`config.mk`:
```
export PLATFORM = sky130hd
export DESIGN_NAME = lcd_driver
export DESIGN_NICKNAME = d
export VERILOG_FILES = /design/src/rtl/lcd_driver.sv
export SDC_FILE = /design/constraint.sdc
export NUM_CORES = 1
export LEC_CHECK = 0
export ABC_CLOCK_PERIOD_IN_PS = 3150
export BUFFER_PORTS_ARGS = -buffer_cell sky130_fd_sc_hd__buf_4
export CORE_ASPECT_RATIO = 0.8
export CORE_UTILIZATION = 55
export CTS_CLUSTER_SIZE = 20
export DETAILED_ROUTE_END_ITERATION = 8
export HOLD_SLACK_MARGIN = 0.1
export MAX_ROUTING_LAYER = met4
export PLACE_DENSITY = 0.78
export SYNTH_ARGS = -nofsm -noshare
export SYNTH_HDL_FRONTEND = slang
export SYNTH_SLANG_ARGS = --single-unit
```
`constraint.sdc`:
```
create_clock -name clk -period 3.15 [get_ports clk]
set_input_delay 0.945 -clock clk [delete_from_list [all_inputs] [get_ports clk]]
set_output_delay 0.945 -clock clk [all_outputs]
set_load 0.01 [all_outputs]
```
`src/rtl/lcd_driver.sv`:
```
// lcd_driver: HD44780-type character LCD timing engine (8-bit bus, write-only).
// After reset it runs the power-on init sequence and then writes one 16-character line.
// While idle it compares the requested mode with the mode on the glass and rewrites
// the line on any difference.
//
// Handshake: none. mode_req is a level. Any difference from mode_disp that is seen in IDLE
// starts a rewrite. lcd_data must be the character code for (mode_disp, cnt) and is
// sampled at sc==0 of each WRITE step.
module lcd_driver #(
  parameter int PWR_CYC  = 20000,
  parameter int STEP_CYC = 50,
  parameter int CLR_CYC  = 2000
) (
  input  logic       clk,
  input  logic       rst,
  input  logic [1:0] mode_req,
  input  logic [7:0] lcd_data,
  output logic [1:0] mode_disp,
  output logic [3:0] cnt,
  output logic       busy,
  output logic       lcd_e,
  output logic       lcd_rs,
  output logic       lcd_rw,
  output logic [7:0] lcd_out
);

  localparam int MAXC = (PWR_CYC > CLR_CYC) ? PWR_CYC : CLR_CYC;
  localparam int SCW  = $clog2(MAXC);

  typedef enum logic [2:0] {
    POWER_WAIT = 3'd0,
    FUNC_SET   = 3'd1,
    DISP_ON    = 3'd2,
    ENTRY      = 3'd3,
    CLEAR      = 3'd4,
    ADDR1      = 3'd5,
    WRITE      = 3'd6,
    IDLE       = 3'd7
  } state_t;

  state_t           state, state_nxt;
  logic [SCW-1:0]   sc, sc_nxt;
  logic [SCW-1:0]   len_m1;
  logic             last;
  logic             strobed;
  logic [7:0]       cmd;

  assign lcd_rw = 1'b0;

  // Step length, command byte and strobe eligibility for the current state.
  always_comb begin
    len_m1  = SCW'(STEP_CYC - 1);
    cmd     = 8'h00;
    strobed = 1'b1;
    case (state)
      POWER_WAIT: begin
        len_m1  = SCW'(PWR_CYC - 1);
        strobed = 1'b0;
      end
      FUNC_SET: cmd = 8'h38;
      DISP_ON:  cmd = 8'h0C;
      ENTRY:    cmd = 8'h06;
      CLEAR: begin
        cmd    = 8'h01;
        len_m1 = SCW'(CLR_CYC - 1);
      end
      ADDR1:    cmd = 8'h80;
      WRITE:    cmd = 8'h00;
      IDLE:     strobed = 1'b0;
      default:  strobed = 1'b0;
    endcase
    last = (sc == len_m1);
  end

  // Next-state logic: each step runs sc 0..len-1, then the sequence advances.
  always_comb begin
    state_nxt = state;
    sc_nxt    = sc;
    if (state == IDLE) begin
      sc_nxt = '0;
      if (mode_req != mode_disp) state_nxt = ADDR1;
    end else if (last) begin
      sc_nxt = '0;
      case (state)
        POWER_WAIT: state_nxt = FUNC_SET;
        FUNC_SET:   state_nxt = DISP_ON;
        DISP_ON:    state_nxt = ENTRY;
        ENTRY:      state_nxt = CLEAR;
        CLEAR:      state_nxt = ADDR1;
        ADDR1:      state_nxt = WRITE;
        WRITE:      state_nxt = (cnt == 4'd15) ? IDLE : WRITE;
        default:    state_nxt = IDLE;
      endcase
    end else begin
      sc_nxt = sc + 1'b1;
    end
  end

  // State register and step counter.
  always_ff @(posedge clk) begin
    if (!rst) begin
      state <= POWER_WAIT;
      sc    <= '0;
    end else begin
      state <= state_nxt;
      sc    <= sc_nxt;
    end
  end

  // Bus, strobe, character index and mode latch.
  // lcd_out/lcd_rs load at the end of sc==0, and E is registered from the sc window,
  // so the bus settles one cycle before E rises and holds until the next step loads.
  always_ff @(posedge clk) begin
    if (!rst) begin
      lcd_e     <= 1'b0;
      lcd_rs    <= 1'b0;
      lcd_out   <= 8'h00;
      cnt       <= 4'd0;
      mode_disp <= 2'b00;
      busy      <= 1'b1;
    end else begin
      busy  <= (state_nxt != IDLE);
      lcd_e <= strobed && (sc >= SCW'(1)) && (sc <= SCW'(STEP_CYC / 2));
      if (strobed && (sc == '0)) begin
        lcd_rs  <= (state == WRITE);
        lcd_out <= (state == WRITE) ? lcd_data : cmd;
      end
      if ((state == ADDR1) && (sc == '0)) mode_disp <= mode_req;
      if (state == WRITE) begin
        if (last) cnt <= (cnt == 4'd15) ? 4'd0 : cnt + 4'd1;
      end else begin
        cnt <= 4'd0;
      end
    end
  end

endmodule
```
==> impl_table.tex, run 1 <==
\begin{tabular}{lr}
\hline
Metric & Value \\
\hline
\multicolumn{2}{l}{\textbf{Clock tree}} \\
TritonCTS clock tree & done \\
Buffer type at the clock tree root & clkbuf\_8 \\
CTS hold repair buffers & 0 \\
Post-cts sizing count & 0 \\
Largest buffer count on any clock path & 2 \\
Total number of H-tree levels & 2 \\
Total number of clock tree sinks & 35 \\
Clock insertion delay at the later pin of the skew report & 0.29 ns \\
TritonCTS buffer count & 5 \\
Post-CTS setup repair buffer count & 0 \\
Clock transition time at the flip-flop clock pins of the worst setup and hold paths & about 0.070 ns \\
\multicolumn{2}{l}{\textbf{Floorplanning}} \\
Number of placement rows & 18 \\
Area enclosed by the die boundary & 3670 µm² \\
Height of the chip & 54.39 µm \\
Core region area & 3176 µm² \\
Die X-Extent & between 60 and 70 µm \\
\# IOs & 30 \\
Initial Utilization & 59.42\% \\
\multicolumn{2}{l}{\textbf{Detailed routing}} \\
Drt pass-1 iters & 4 \\
Drc violations & 0 \\
Average wire per standard cell & roughly 13 µm \\
Post-detailed-routing wire length & roughly 3.8 mm \\
Number of nets still failing antenna checks after routing & 0 \\
Total number of vias & 1629 \\
Count of routing violations after the opening detailed-route iteration & 130 \\
Drt via density & between 5 and 6 \\
\multicolumn{2}{l}{\textbf{Worst hold path}} \\
Hold path startpoint & lcd\_out[1] \\
Hold WC Path Type & flip-flop to flip-flop \\
Hold Crit Endpoint & lcd\_out[1] \\
Number of instances on the worst hold path & 2 \\
\multicolumn{2}{l}{\textbf{Critical path}} \\
Setup crit start kind & flip-flop \\
Maximum fanout encountered on the critical timing path & 20 \\
Endpoint class of the critical path & flip-flop \\
CP Class & flip-flop to flip-flop \\
Worst R2R Start & state[2] \\
Worst reg-to-reg setup slack & 0.73 ns \\
Critical path data arrival time & about 2.6 ns \\
Required time worst endpoint & between 3 and 4 ns \\
R2r worst-path depth & 6 \\
Reg2Reg Capture Point & sc[7] \\
\multicolumn{2}{l}{\textbf{Job}} \\
Number of max-cap violations & 0 \\
\multicolumn{2}{l}{\textbf{Timing}} \\
Final critical-path setup slack & between 0.7 and 0.8 ns \\
Setup violators final & 0 \\
Worst-case clock skew & 0.008724 ns \\
Tightest Pin Transition & 0.6506 ns \\
Max-slew violations & 0 \\
Final cycle utilization of the critical path & between 70\% and 80\% \\
Final setup TNS & 0 ns \\
Final Critical Period & 2.423 ns \\
Hold slack final & 0.4861 ns \\
RSZ-0062 raised after global routing & false \\
Achievable Freq & just over 400 MHz \\
Tightest slew margin relative to the limit & 56.47\% \\
Final number of hold-violating endpoints & 0 \\
\multicolumn{2}{l}{\textbf{Final layout}} \\
Post-layout net count & 267 \\
Post-route design area & about 2100 µm² \\
Final standard cell count with taps included and fillers excluded & approximately 300 \\
Commonest cells after routing, fill and taps aside & dfxtp\_1 (35), nor2\_1 (32), buf\_4 (29) \\
Final core utilization & about two thirds \\
FILL cells & 270 \\
Proportion of layout cells with a drive suffix above 1 & 17.06\% \\
Area added between synthesis and finish & 13.79\% \\
Most frequent standard cell in the layout excluding fill and tap cells & dfxtp\_1 \\
N\_diodes & 0 \\
\multicolumn{2}{l}{\textbf{Power and ir drop}} \\
Power Total & $\sim$0.85 mW \\
Leakage power & 0.8173 nW \\
IR Drop Worst-Case VDD & around 280 µV \\
Power density over cell area & 395.5 nW/µm² \\
\multicolumn{2}{l}{\textbf{Yosys}} \\
Main synth FF type & dfxtp\_1 \\
Post-Synthesis Cell Area & 1887 µm² \\
Count of flip-flops with a built-in enable after synthesis & 0 \\
Synthesized area per cell & 8.204 µm² \\
Sequential element share of the synthesized area & 37.14\% \\
Count of warnings emitted by yosys & 0 \\
Number of storage elements in the synthesis netlist & 35 \\
Number of distinct standard cells referenced by the synthesized netlist & 48 \\
Async set-reset flop share out of synthesis & 0\% \\
Mapped Nets & $\sim$250 \\
Gate count after technology mapping & 230 \\
\multicolumn{2}{l}{\textbf{Global routing}} \\
Vias in the first global route & 1391 \\
Antenna violations before repair & 0 \\
Global-route total usage across every layer & around a quarter \\
Maximum number of pins on one net before global-route repair & 21 \\
Overflow left after global routing & 0 \\
Global-route wire length before repair & 6.120 mm \\
\multicolumn{2}{l}{\textbf{Placed design}} \\
Weighted congestion reported at the end of routability-driven placement & 0.7890 \\
Setup WS pre-CTS & 0.7602 ns \\
Post-placement cell area & a little over 2000 µm² \\
Placed insts & around 280 \\
Detail Placement HPWL & 2.713 mm \\
IO Port Bufs & 28 \\
\multicolumn{2}{l}{\textbf{Status}} \\
Run status & complete, no violations \\
\hline
\end{tabular}
==> flip-flops by register name (all words and copies together), names as in the netlist <==
name and count:
lcd_e 1, cnt 4, mode_disp 2, lcd_out 8
lcd_rs 1, sc 15, busy 1, state 3
==> power breakdown <==
part	total, mW	internal (mW)	switching, mW
clock	0.318	0.155	0.162
combinational	0.0691	0.0320	0.0371
sequential	0.462	0.450	0.0125
total	0.849	0.637	0.212
==> cells by family after synthesis <==
group | synth area share (%)
flip-flops | 37.14
adder cells (fa/ha/maj) | 2.653
AO/OA/AOI/OAI | 15.45
AND/OR/NAND/NOR | 30.11
other | 0.1987
buffers and inverters | 5.901
multiplexers | 1.592
XOR/XNOR | 6.963
==> worst max-delay path: stages (launching register included) <==
cell      delay (ns)
dfxtp_1         0.67
nor4bb_1        0.38
o21ai_1         0.15
a221oi_2        0.28
buf_4           0.22
nand3b_1        0.46
nor2_1          0.11
==> area by class of cell <==
class / count / area (µm²) / area share (%)
Clock buffer: 7 / 76.32 / 3.555
Clock inverter: 1 / 5.005 / 0.2331
Inverter: 6 / 22.52 / 1.049
Multi-Input combinational cell: 174 / 1075 / 50.06
Sequential cell: 35 / 700.7 / 32.63
Tap cell: 40 / 50.05 / 2.331
Timing Repair Buffer: 29 / 217.7 / 10.14
==> synthesized netlist by cell type (2+ instances only) <==
master    instances  area share [%]
clkbuf_1          4            0.80
inv_1             6             1.2
buf_2             5             1.3
a211oi_1          3             1.2
nand4_1          10             3.3
ha_1              4             2.7
o21ai_0          11             2.9
and3_1            3            0.99
nor4_1            2            0.66
nor3_1            3            0.80
xor2_1            8             3.7
mux2i_1           3             1.6
nor3b_1           4             1.6
nor2b_1           4             1.3
nand3b_1          2            0.80
nand2_1          20             4.0
nand3_1          13             3.4
buf_4             3             1.2
nor2_1           32             6.4
dfxtp_1          35              37
and3b_1           2            0.93
nand2b_1          4             1.3
xnor2_1           7             3.2
and2_1            4             1.3
a21oi_1          14             3.7
buf_6             2             1.2
==> worst max path at each step <==
stage          startpoint  endpoint  slack (ns)  cells past startpoint
2_1_floorplan    state[1]    cnt[3]        1.41                      7
3_5_place_dp     state[2]     sc[5]        0.76                      6
4_1_cts          state[2]     sc[9]        0.74                      6
3_3_place_gp     state[2]    sc[13]        0.87                      6
6_report         state[2]     sc[7]        0.73                      6
5_1_grt          state[2]    sc[10]        0.50                      6
==> routing by layer <==
layer / GRT usage [%] / up-vias / wire (µm) / part of all wire, %
li1: - / 849 / - / -
met1: 33.50 / 735 / 1997 / 52
met2: 31.35 / 39 / 1554 / 41
met3: 5.625 / 6 / 216 / 5.7
met4: 9.574 / 0 / 51 / 1.3
met5: - / - / 0 / 0
Power figures use the tool's default switching activity.
==> inputs of run 2 (changes only) <==
==> config.mk (replaced) <==
export PLATFORM = sky130hd
export DESIGN_NAME = lcd_driver
export DESIGN_NICKNAME = d
export VERILOG_FILES = /design/src/rtl/lcd_driver.sv
export SDC_FILE = /design/constraint.sdc
export NUM_CORES = 1
export LEC_CHECK = 0
export ABC_CLOCK_PERIOD_IN_PS = 2000
export BUFFER_PORTS_ARGS = -buffer_cell sky130_fd_sc_hd__buf_4
export CORE_ASPECT_RATIO = 0.8
export CORE_UTILIZATION = 50
export CTS_CLUSTER_SIZE = 20
export DETAILED_ROUTE_END_ITERATION = 8
export HOLD_SLACK_MARGIN = 0.1
export MAX_ROUTING_LAYER = met4
export PLACE_DENSITY = 0.75
export SYNTH_ARGS = -nofsm -noshare
export SYNTH_HDL_FRONTEND = slang
export SYNTH_SLANG_ARGS = --single-unit
==> constraint.sdc (replaced) <==
create_clock -name clk -period 2 [get_ports clk]
set_input_delay 0.6 -clock clk [delete_from_list [all_inputs] [get_ports clk]]
set_output_delay 0.6 -clock clk [all_outputs]
set_load 0.01 [all_outputs]
==> impl_table.tex, run 2 (synthesis gave the netlist of run 1 again) <==
\begin{tabular}{lr}
\hline
Metric & Value \\
\hline
\multicolumn{2}{l}{\textbf{Global routing}} \\
Vias in the first global route & 1513 \\
Antenna violations before repair & 0 \\
Global-route wire length before repair & 7.003 mm \\
Global-route total usage across every layer & 22.56\% \\
Maximum number of pins on one net before global-route repair & 18 \\
Overflow left after global routing & 0 \\
\multicolumn{2}{l}{\textbf{Final layout}} \\
Proportion of layout cells with a drive suffix above 1 & 21.59\% \\
N\_diodes & 0 \\
Final core utilization & 63.87\% \\
Final standard cell count with taps included and fillers excluded & 306 \\
Most frequent standard cell in the layout excluding fill and tap cells & buf\_4 \\
Register with the most flip-flops & sc \\
Number of flip-flops under the largest register name & 15 \\
FILL cells & 310 \\
Area added between synthesis and finish & 19.10\% \\
Multi-input logic area & 1075 µm² \\
Post-layout net count & 281 \\
Biggest registers after layout & sc (15), lcd\_out (8), cnt (4) \\
Commonest cells after routing, fill and taps aside & buf\_4 (43), dfxtp\_1 (34), nor2\_1 (32) \\
Seq. cell area & between 700 and 800 µm² \\
\multicolumn{2}{l}{\textbf{Worst hold path}} \\
Hold WC Path Type & flip-flop to flip-flop \\
\multicolumn{2}{l}{\textbf{Clock tree}} \\
Clock transition time at the flip-flop clock pins of the worst setup and hold paths & 0.07 ns \\
TritonCTS buffer count & 5 \\
Buffer type at the clock tree root & clkbuf\_8 \\
Total number of clock tree sinks & 35 \\
Total number of H-tree levels & 2 \\
CTS hold repair buffers & 0 \\
TritonCTS clock tree & done \\
Largest buffer count on any clock path & 2 \\
Clock insertion delay at the later pin of the skew report & 0.28 ns \\
\multicolumn{2}{l}{\textbf{Timing}} \\
Max-slew violations & 0 \\
Final cycle utilization of the critical path & 92.58\% \\
Final number of hold-violating endpoints & 0 \\
RSZ-0062 raised after global routing & false \\
Final Critical Period & approximately 1.9 ns \\
Achievable Freq & 540.1 MHz \\
Final critical-path setup slack & 0.1484 ns \\
Setup violators final & 0 \\
Final setup TNS & 0 ns \\
Worst-case clock skew & 0.004937 ns \\
\multicolumn{2}{l}{\textbf{Floorplanning}} \\
Height of the chip & roughly 57 µm \\
Core region area & between 3000 and 4000 µm² \\
Area enclosed by the die boundary & around 4000 µm² \\
\# IOs & 30 \\
Die X-Extent & 70.68 µm \\
Number of placement rows & 19 \\
Initial Utilization & 53.63\% \\
\multicolumn{2}{l}{\textbf{Critical path}} \\
Cell with the largest stage delay on the worst path & dfxtp\_1 \\
Maximum fanout encountered on the critical timing path & 11 \\
Buffer and inverter count on the worst path & 1 \\
Endpoint class of the critical path & flip-flop \\
Setup crit start kind & flip-flop \\
Delay of the slowest cell on the worst path & 0.37 ns \\
CP Class & flip-flop to flip-flop \\
Family of cells with the greatest summed delay on the critical path & compound AO/OA/AOI/OAI gates \\
Critical path data arrival time & about 2 ns \\
Critical Path, Cell by Cell & nor4\_4 -> nand4\_1 -> a221oi\_2 -> buf\_4 -> a41oi\_2 -> a311oi\_2 \\
Required time worst endpoint & 2.20 ns \\
\multicolumn{2}{l}{\textbf{Placed design}} \\
Detail Placement HPWL & 2.927 mm \\
Setup WS pre-CTS & 0.1229 ns \\
IO Port Bufs & 28 \\
Weighted congestion reported at the end of routability-driven placement & 0.8133 \\
Placed insts & between 200 and 300 \\
\multicolumn{2}{l}{\textbf{Detailed routing}} \\
Count of routing violations after the opening detailed-route iteration & 80 \\
Drt via density & 5.487 \\
Post-detailed-routing wire length & about 4 mm \\
Drc violations & 4 \\
Number of nets still failing antenna checks after routing & 0 \\
Drt pass-1 iters & 6 \\
Average wire per standard cell & 13.31 µm \\
Total number of vias & 1679 \\
\multicolumn{2}{l}{\textbf{Job}} \\
Number of max-cap violations & 0 \\
\multicolumn{2}{l}{\textbf{Power and ir drop}} \\
Power Total & 1.325 mW \\
Power density over cell area & between 500 and 600 nW/µm² \\
Leakage power & around 0.9 nW \\
IR Drop Worst-Case VDD & 444.4 µV \\
\multicolumn{2}{l}{\textbf{Status}} \\
Run status & finished, violations left \\
Violated checks & design-rule violations \\
\hline
\end{tabular}
## run 2: cell count changes in the layout (fill, tap and decap cells not counted), sizes merged
cell	previous run	this run
buf	29	43
clkbuf	7	6
clkinv	1	0
## run 2: per-layer routing
metal / GRT usage [%] / part of all wire, %
met2: 29.95 / 40
met5: - / 0
met3: 4.770 / 4.9
met1: 33.70 / 54
met4: 7.143 / 1.4
## run 2: path summary, 6_finish.rpt
kind / depth (start not counted) / slack (ns) / end / from
worst min-delay path: 2 / 0.48 / lcd_out[2] / lcd_out[2]
worst max-delay path: 6 / 0.15 / cnt[3] / sc[12]
worst max register to register: 6 / 0.15 / cnt[3] / sc[12]
worst min register to register: 2 / 0.48 / lcd_out[2] / lcd_out[2]
## run 2: area by class of cell
cell class | count | area share, %
Sequential cell | 35 | 31.24
Clock buffer | 6 | 3.229
Inverter | 6 | 1.002
Tap cell | 42 | 2.339
Multi-Input combinational cell | 174 | 47.83
Timing Repair Buffer | 43 | 14.37
## run 2: power breakdown
group	internal, mW	switching, mW	total [mW]
Sequential	0.709	0.0128	0.722
Combinational	0.0719	0.0736	0.146
Clock	0.232	0.226	0.458
Total	1.01	0.313	1.33
## run 2: worst min-delay path, stage by stage (launching register included)
cell,delay [ns]
dfxtp_1,0.31
o21ai_0,0.07
a21oi_1,0.06
## run 2: timing repair
action	in CTS	in global routing
endpoints found under the hold margin	0	0
setup endpoints to repair	0	6
gates resized for setup	0	1
setup buffers	0	1
## run 2: stage by stage
step,hold slack [ns],instance area (µm²)
4_1_cts,0.4838,2238
5_1_grt,0.4959,2247
2_1_floorplan,0.4666,1887
3_5_place_dp,0.4697,2166
6_report,0.4793,2247
3_3_place_gp,0.4644,2166
